[src/rtl/mem_stage.sv]
// Memory-access stage: passes ALU results through, serialises loads/stores into byte transfers.
// Optional misaligned-access trap enabled by defining MEM_ALIGN_CHECK_EN.
module mem_stage #(
  parameter int unsigned      CMD_W   = 6,
  parameter logic [CMD_W-1:0] CMD_LB  = CMD_W'(10),
  parameter logic [CMD_W-1:0] CMD_LH  = CMD_W'(11),
  parameter logic [CMD_W-1:0] CMD_LW  = CMD_W'(12),
  parameter logic [CMD_W-1:0] CMD_LBU = CMD_W'(13),
  parameter logic [CMD_W-1:0] CMD_LHU = CMD_W'(14),
  parameter logic [CMD_W-1:0] CMD_SB  = CMD_W'(15),
  parameter logic [CMD_W-1:0] CMD_SH  = CMD_W'(16),
  parameter logic [CMD_W-1:0] CMD_SW  = CMD_W'(17)
) (
  input  logic             clk_in,
  input  logic             rst_in,
  input  logic             rdy_in,
  input  logic [CMD_W-1:0] cmdtype_in,
  input  logic [4:0]       rsd_addr_in,
  input  logic [31:0]      rsd_data_in,
  input  logic             write_rsd_in,
  input  logic [31:0]      mem_addr_in,
  input  logic             mem_ack_in,
  input  logic [7:0]       mem_rdata_in,
  output logic             mem_req_out,
  output logic             mem_we_out,
  output logic [31:0]      mem_addr_out,
  output logic [7:0]       mem_wdata_out,
  output logic [4:0]       rsd_addr_out,
  output logic [31:0]      rsd_data_out,
  output logic             write_rsd_out,
  output logic             stall_req_out,
  output logic             misalign_out
);

  typedef enum logic [1:0] {IDLE, ACCESS, DONE} state_t;

  state_t      state_q, state_d;
  logic [1:0]  idx_q, idx_d;
  logic [31:0] buf_q, buf_d;

  logic        is_load, is_store, is_mem, misaligned;
  logic [1:0]  last_idx;
  logic [31:0] load_data;

  always_comb begin
    is_load  = 1'b0;
    is_store = 1'b0;
    last_idx = '0;
    case (cmdtype_in)
      CMD_LB, CMD_LBU: begin is_load  = 1'b1; last_idx = 2'd0; end
      CMD_LH, CMD_LHU: begin is_load  = 1'b1; last_idx = 2'd1; end
      CMD_LW:          begin is_load  = 1'b1; last_idx = 2'd3; end
      CMD_SB:          begin is_store = 1'b1; last_idx = 2'd0; end
      CMD_SH:          begin is_store = 1'b1; last_idx = 2'd1; end
      CMD_SW:          begin is_store = 1'b1; last_idx = 2'd3; end
      default: ;
    endcase
    is_mem = is_load | is_store;
  end

`ifdef MEM_ALIGN_CHECK_EN
  assign misaligned = is_mem &&
                      (((last_idx == 2'd1) && mem_addr_in[0]) ||
                       ((last_idx == 2'd3) && (mem_addr_in[1:0] != 2'b00)));
`else
  assign misaligned = 1'b0;
`endif

  always_comb begin
    load_data = buf_q;
    case (cmdtype_in)
      CMD_LB:  load_data = {{24{buf_q[7]}}, buf_q[7:0]};
      CMD_LH:  load_data = {{16{buf_q[15]}}, buf_q[15:0]};
      CMD_LBU: load_data = {24'b0, buf_q[7:0]};
      CMD_LHU: load_data = {16'b0, buf_q[15:0]};
      default: ;
    endcase
  end

  always_comb begin
    state_d       = state_q;
    idx_d         = idx_q;
    buf_d         = buf_q;
    mem_req_out   = 1'b0;
    mem_we_out    = 1'b0;
    mem_addr_out  = '0;
    mem_wdata_out = '0;
    rsd_addr_out  = '0;
    rsd_data_out  = '0;
    write_rsd_out = 1'b0;
    stall_req_out = 1'b0;
    misalign_out  = 1'b0;

    case (state_q)
      IDLE: begin
        if (misaligned) begin
          misalign_out = 1'b1;
        end else if (is_mem) begin
          stall_req_out = 1'b1;
          if (rdy_in) begin
            state_d = ACCESS;
            idx_d   = '0;
            buf_d   = '0;
          end
        end else begin
          rsd_addr_out  = rsd_addr_in;
          rsd_data_out  = rsd_data_in;
          write_rsd_out = write_rsd_in;
        end
      end
      ACCESS: begin
        stall_req_out = 1'b1;
        mem_req_out   = 1'b1;
        mem_we_out    = is_store;
        mem_addr_out  = mem_addr_in + {30'b0, idx_q};
        mem_wdata_out = rsd_data_in[{idx_q, 3'b000} +: 8];
        if (rdy_in && mem_ack_in) begin
          if (is_load) buf_d[{idx_q, 3'b000} +: 8] = mem_rdata_in;
          if (idx_q == last_idx) state_d = DONE;
          else                   idx_d   = idx_q + 2'd1;
        end
      end
      DONE: begin
        if (is_load) begin
          rsd_addr_out  = rsd_addr_in;
          rsd_data_out  = load_data;
          write_rsd_out = write_rsd_in;
        end
        if (rdy_in) state_d = IDLE;
      end
      default: state_d = IDLE;
    endcase

    // Outputs are forced low while reset is asserted, even for combinational pass-through.
    if (!rst_in) begin
      mem_req_out   = 1'b0;
      mem_we_out    = 1'b0;
      mem_addr_out  = '0;
      mem_wdata_out = '0;
      rsd_addr_out  = '0;
      rsd_data_out  = '0;
      write_rsd_out = 1'b0;
      stall_req_out = 1'b0;
      misalign_out  = 1'b0;
    end
  end

  always_ff @(posedge clk_in or negedge rst_in) begin
    if (!rst_in) begin
      state_q <= IDLE;
      idx_q   <= '0;
      buf_q   <= '0;
    end else begin
      state_q <= state_d;
      idx_q   <= idx_d;
      buf_q   <= buf_d;
    end
  end

endmodule

[config.mk]
export PLATFORM = sky130hd
export DESIGN_NAME = mem_stage
export DESIGN_NICKNAME = d
export VERILOG_FILES = /design/src/rtl/mem_stage.sv
export SDC_FILE = /design/constraint.sdc
export NUM_CORES = 1
export LEC_CHECK = 0
export CAP_MARGIN = 20
export CORE_ASPECT_RATIO = 2
export CORE_MARGIN = 2
export CORE_UTILIZATION = 38
export CTS_BUF_LIST = sky130_fd_sc_hd__clkbuf_8
export CTS_CLUSTER_SIZE = 24
export DETAILED_ROUTE_END_ITERATION = 8
export PLACE_DENSITY = 0.79
export SLEW_MARGIN = 10
export SYNTH_ARGS = -nofsm -noshare
export SYNTH_HDL_FRONTEND = slang
export SYNTH_SLANG_ARGS = --single-unit
[constraint.sdc]
create_clock -name clk_in -period 2.7 [get_ports clk_in]
set_input_delay 0.675 -clock clk_in [delete_from_list [all_inputs] [get_ports clk_in]]
set_output_delay 0.675 -clock clk_in [all_outputs]
set_load 0.01 [all_outputs]
Word level (Yosys, flattened, before mapping)
Index checks and enable logic that the tools add are counted.
{"block": "totals", "reg_bits": 36, "inputBits": 88, "output_inout_bits": 82, "elab_cells": 81}
{"block": "op_classes", "add_sub_neg": 3, "bitwise_logic": 1, "shift": 3, "n_mux": 43, "n_eq_ne": 18, "reduce_logical": 10}
{"operator": "32-bit two-way mux", "n": 9}
{"operator": "32-bit one-hot mux with 2 select lines", "n": 2}
{"operator": "32-bit one-hot mux with 4 select lines", "n": 1}
{"operator": "6-bit by 4-bit == test with 1-bit output, second input constant", "n": 6}
{"operator": "32-bit by 2-bit adder with 32-bit output", "n": 1}
{"operator": "32-bit bitwise mux", "n": 1}
{"operator": "8-bit by 7-bit variable shift with 32-bit output, first input constant", "n": 1}
{"operator": "32-bit by 6-bit indexed part select with 8-bit output", "n": 1}
{"operator": "8-bit by 7-bit indexed part select with 32-bit output", "n": 1}
{"operator": "2-bit two-way mux", "n": 8}
{"operator": "8-bit two-way mux", "n": 2}
{"operator": "5-bit two-way mux", "n": 3}
{"operator": "5-bit AND reduction", "n": 3}
{"operator": "2-bit != test, second input constant", "n": 7}
{"operator": "6-bit by 5-bit == test with 1-bit output, second input constant", "n": 2}
{"operator": "1-bit two-way mux", "n": 11}
{"operator": "5-bit one-hot mux with 2 select lines", "n": 1}
{"operator": "2-bit one-hot mux with 2 select lines", "n": 2}
{"operator": "5-bit negation with 7-bit output", "n": 1}
{"operator": "2-bit one-hot mux with 3 select lines", "n": 1}
{"operator": "3-bit OR reduction", "n": 2}
{"operator": "5-bit OR reduction", "n": 1}
{"operator": "1-bit one-hot mux with 2 select lines", "n": 2}
{"operator": "2-bit by 1-bit adder with 2-bit output, second input constant", "n": 1}
{"operator": "other kinds (8)", "n": 8}

Depth between registers and ports, before layout
{"block": "depth", "ltp_word": 7, "depth_mapped": 8, "ltp_nobuf": 7}

Worst setup path before layout
Ideal clock, no wire load.
{"block": "synth_path", "path_kind": "input-to-output", "from": "in mem_addr_in[0]", "to": "out mem_addr_out[10]", "slack_ps": -97, "required_ps": 2025, "cell_stages": 7, "arrival_ps": 2122, "path_buffers": 1, "cell_sequence": "ha_1 > fa_1 > and3_1 > clkbuf_1 > and4_1 > xnor2_1 > nor2_1"}
{"block": "synth_via", "elab_chain_cells": 3}
{"item": "start: declaration", "line": "21", "text": "input logic [31:0] mem_addr_in,"}
{"item": "32-bit by 2-bit adder with 32-bit output", "line": "115", "text": "mem_addr_out = mem_addr_in + {30'b0, idx_q};"}
{"item": "32-bit two-way mux", "line": "94", "text": "case (state_q)"}
{"item": "32-bit two-way mux", "line": "135", "text": "if (!rst_in) begin"}
{"item": "end: declaration", "line": "26", "text": "output logic [31:0] mem_addr_out,"}
No other way between the ends.

Worst setup path after layout
{"block": "layout_path", "from": "in mem_addr_in[1]", "to": "out mem_addr_out[21]"}
The elaborated chain is that of the path after synthesis.

==> impl_summary.md <==
Outcome
The run finished, with violations left. The final reports fail on negative setup slack.

Final layout
The share of final-layout standard cells stronger than drive strength 1 is 51.7%. Leaving out fill and tap cells, the most frequent cell in the layout is sky130_fd_sc_hd__buf_4. The synthesis-to-finish area growth is 85.6%. The finished cells cover 0.00649 mm².

The filler cells instantiated in the layout total between 600 and 700. The net count of the finished layout is 787. In the layout the commonest cells are 103 x sky130_fd_sc_hd__buf_4, 66 x sky130_fd_sc_hd__buf_2, 57 x sky130_fd_sc_hd__nor2_1.

Logic synthesis
Of the total synthesized cell area, the portion taken by AND, OR, NAND and NOR gates is 29.7%. sky130_fd_sc_hd__dfrtp_1 takes more of the synthesized area than any other cell. The share of the synthesized netlist area taken by xor and xnor gates is under 10%. Yosys attributes the largest share of cell area to sky130_fd_sc_hd__dfrtp_1 26%, sky130_fd_sc_hd__a22o_1 8.0%, sky130_fd_sc_hd__nor2_1 6.5%, sky130_fd_sc_hd__xor2_1 6.5%, sky130_fd_sc_hd__mux4_2 5.2%. Synthesis produced 416 cells. Of the synthesized area, sequential elements account for 25.8%. The compound-gate portion of the synthesized area is between 20% and 30%. The largest family of logic cells by synthesized area is simple AND/OR/NAND/NOR gates.

The most common flop cell mapped by yosys is sky130_fd_sc_hd__dfrtp_1. The post-synthesis share of cell area spent on full adders, half adders and majority gates is about 2.7%. In the synthesized netlist the async set-or-reset flop fraction comes to 100%. The portion of netlist area occupied by mux cells is 5.47%. In this run, synthesis inferred 0 flip-flops with an integrated enable.

The area fraction of the dominant cell type after synthesis is approximately a quarter. The synthesized flop and latch total is 36. In this run the cell area of the synthesized design comes to between 0.003 and 0.004 mm². The average instance in the mapped netlist occupies around 8.4 µm². The Yosys step of the flow raised 0 warnings. Synthesis instantiated 57 different standard cells from the library. The synthesized net count is 511.

Timing
The minimum clock period is approximately 2900 ps. Setup repair after global routing could not meet its margin everywhere. The count of final max-slew check failures is 0. Hold is met by ~200 ps. The achievable clock frequency is around 340 MHz. The final critical path takes up 108% of the cycle. The hold violation count in the final report is 0. The least setup slack across all paths after layout is -216 ps.

The number of setup violations in the final report is 55. Between clock sinks in the finished design, the worst skew comes to a little over 7 ps.

Worst setup path
The worst setup slack for register-to-register paths is 350 ps. The worst setup path is launched from an input pin. Along the worst path, the maximum fanout reaches 5. The endpoint kind of the worst setup timing path is an output port. At the worst endpoint, the required time is 2030 ps. The kind of critical path is in2out. Tracing the worst setup path back leads to its startpoint at mem_addr_in[1]. The arrival time reported for the critical path endpoint is between 2000 and 2500 ps. The source of the worst register-to-register timing path is idx_q[1].

Clock network
In this run the number of H-tree levels came out at 2. For this design, the CTS-stage hold fixing added 0 buffers. The clock input transition at the sequential cells of the worst setup and hold paths is around 70 ps. The root buffer cell chosen for the clock tree is sky130_fd_sc_hd__clkbuf_8. The clock passes through at most 2 buffers. The number of buffers created by CTS is 5. TritonCTS built the clock tree. The clock sink total is 36.

The clock insertion delay at the later pin of the skew report is around 300 ps.

Place
The wire-length estimate of the detail-placed layout is around 12000 µm. The placed instances occupy a cell area of 0.00592 mm². Buffers placed on the I/O ports in this run total 168. The congestion estimate from routability-driven global placement came to 0.968.

Die
The floorplan step set the die height to between 100 and 150 µm. The die footprint is between 0.01 and 0.015 mm². The initialized floorplan defines 49 standard-cell rows. The standard cell core area is 0.00895 mm². The initial core utilization is 39.1%.

The die span in x is 71.8 µm. The number of primary I/O pins is 170.

Detailed routing
The routed design has 17300 µm of wire. The first-pass detailed-route iteration total is 5. For this run, design rule violations remaining after detail routing come to 0.

In this run the remaining antenna-violating nets after routing total 0. Dividing the detail-routed wire length by the instance count gives between 20 and 25 µm. The number of DRC markers after the initial detailed-route iteration is 254. The average vias per placed instance is 5.94.

The count of vias placed by the detailed router is 4729.

Global routing
Global routing used 61.1% of the available met2 tracks. The number of antenna violations at the first check in global routing is 1. The pin count of the biggest net entering global routing is 33. The via count of the first global-routing pass is 4941.

The total overflow left after global routing is 0. The wire length of the first global-routing pass is 25500 µm. In the global route stage, met3 resource usage came out at 5.21%. The most congested layer reported by global routing is met2.

For met1 alone, demand over resource in global routing was 29.5%. The overall track demand over capacity in global routing is approximately 33%.

Power
The power density normalized to cell area is about 430 mW/mm². IR analysis of the VDD net gives a maximum drop of 228 µV. The leakage power is 3.09 nW.

Hold path
The worst min-delay path class is in2async.

Flow run
The number of max-capacitance violations reported is 0.
[layer usage]
layer,share of wire (%),vias to the layer above
met5,0,-
met1,30,2235
li1,-,2081
met2,54,301
met3,6.0,112
met4,9.7,0
[cell type report]
cell class / instances / area [µm²] / share of cell area (%)
Clock buffer: 5 / 68.8 / 1.06
Sequential cell: 36 / 902 / 13.9
Clock inverter: 3 / 42.5 / 0.655
Tap cell: 102 / 128 / 1.97
Antenna cell: 1 / 2.50 / 0.0385
Timing Repair Buffer: 298 / 2450 / 37.7
Multi-Input combinational cell: 345 / 2880 / 44.4
Inverter: 6 / 22.5 / 0.347
[worst paths after layout]
kind	depth (start not counted)	endpoint
worst max-delay path	10	mem_addr_out[21]
max in group asynchronous	3	buf_q[30]
worst min register to register	1	buf_q[27]
worst min-delay path	1	buf_q[7]
min in group clk_in	1	buf_q[27]
worst max register to register	7	buf_q[7]
[logic make-up (layout without fill, tap and decap cells)]
| family | after synthesis | after routing |
|---|---|---|
| AND/OR/NAND/NOR | 184 | 185 |
| XOR/XNOR | 31 | 31 |
| AO/OA/AOI/OAI | 112 | 112 |
| multiplexers | 9 | 9 |
| adder cells (fa/ha/maj) | 7 | 7 |
| buffers and inverters | 36 | 312 |
| flip-flops | 36 | 36 |
| other | 1 | 2 |
[flip-flops by register name (all words and copies together), names as in the netlist]
signal,count
buf_q,32
state_q,2
idx_q,2
[stage by stage]
step | power [mW] | worst slack, ps | setup TNS, ps | util (%) | cells
global placement | 2.00 | -933 | -61370 | 66.2 | 750
floorplan | 1.20 | 27.1 | 0 | - | 416
finish | 2.77 | -216 | -6760 | 72.5 | 796
CTS | 2.72 | -271 | -7990 | 70.3 | 785
global route | 2.86 | -287 | -10750 | 72.5 | 796
detailed placement | 2.03 | -982 | -65790 | 66.2 | 750
[Yosys cell counts (2+ instances only)]
library cell,number
sky130_fd_sc_hd__nand4_1,8
sky130_fd_sc_hd__o22ai_1,4
sky130_fd_sc_hd__a21o_1,8
sky130_fd_sc_hd__nor4_2,3
sky130_fd_sc_hd__a22oi_1,15
sky130_fd_sc_hd__nor3_2,3
sky130_fd_sc_hd__clkbuf_1,11
sky130_fd_sc_hd__and2_1,7
sky130_fd_sc_hd__nor2_1,61
sky130_fd_sc_hd__a22o_1,32
sky130_fd_sc_hd__buf_1,2
sky130_fd_sc_hd__a21oi_1,20
sky130_fd_sc_hd__nand3_1,17
sky130_fd_sc_hd__buf_4,4
sky130_fd_sc_hd__buf_2,11
sky130_fd_sc_hd__mux4_2,8
sky130_fd_sc_hd__nand3b_1,2
sky130_fd_sc_hd__nand2_1,33
sky130_fd_sc_hd__xor2_1,26
sky130_fd_sc_hd__a31o_2,2
sky130_fd_sc_hd__o21ai_0,22
sky130_fd_sc_hd__ha_1,6
sky130_fd_sc_hd__buf_6,2
sky130_fd_sc_hd__and3_1,19
sky130_fd_sc_hd__dfrtp_1,36
sky130_fd_sc_hd__xnor2_1,5
sky130_fd_sc_hd__and4_1,3
sky130_fd_sc_hd__nor3_1,5
sky130_fd_sc_hd__nand2b_1,7
sky130_fd_sc_hd__inv_1,6
sky130_fd_sc_hd__and3_4,2
[critical path, cell delays in order]
cell,delay (ps)
sky130_fd_sc_hd__buf_8,100
sky130_fd_sc_hd__ha_4,270
sky130_fd_sc_hd__a21o_1,150
sky130_fd_sc_hd__buf_4,120
sky130_fd_sc_hd__buf_6,100
sky130_fd_sc_hd__and3_4,240
sky130_fd_sc_hd__nand3_1,100
sky130_fd_sc_hd__xor2_1,170
sky130_fd_sc_hd__nor2_1,130
sky130_fd_sc_hd__buf_2,170
[power breakdown]
| part | total [mW] | switching (mW) | internal [mW] |
|---|---|---|---|
| registers | 0.619 | 0.0391 | 0.580 |
| clock network | 0.474 | 0.201 | 0.273 |
| logic | 1.67 | 0.848 | 0.824 |
[what timing repair did]
item | CTS | global route
buffers inserted | 24 | 14
pin swaps | 72 | 66
setup endpoints to repair | 80 | 68
resized for setup | 459 | 107
gates cloned | 5 | 0
(Power assumes the default switching activity.)
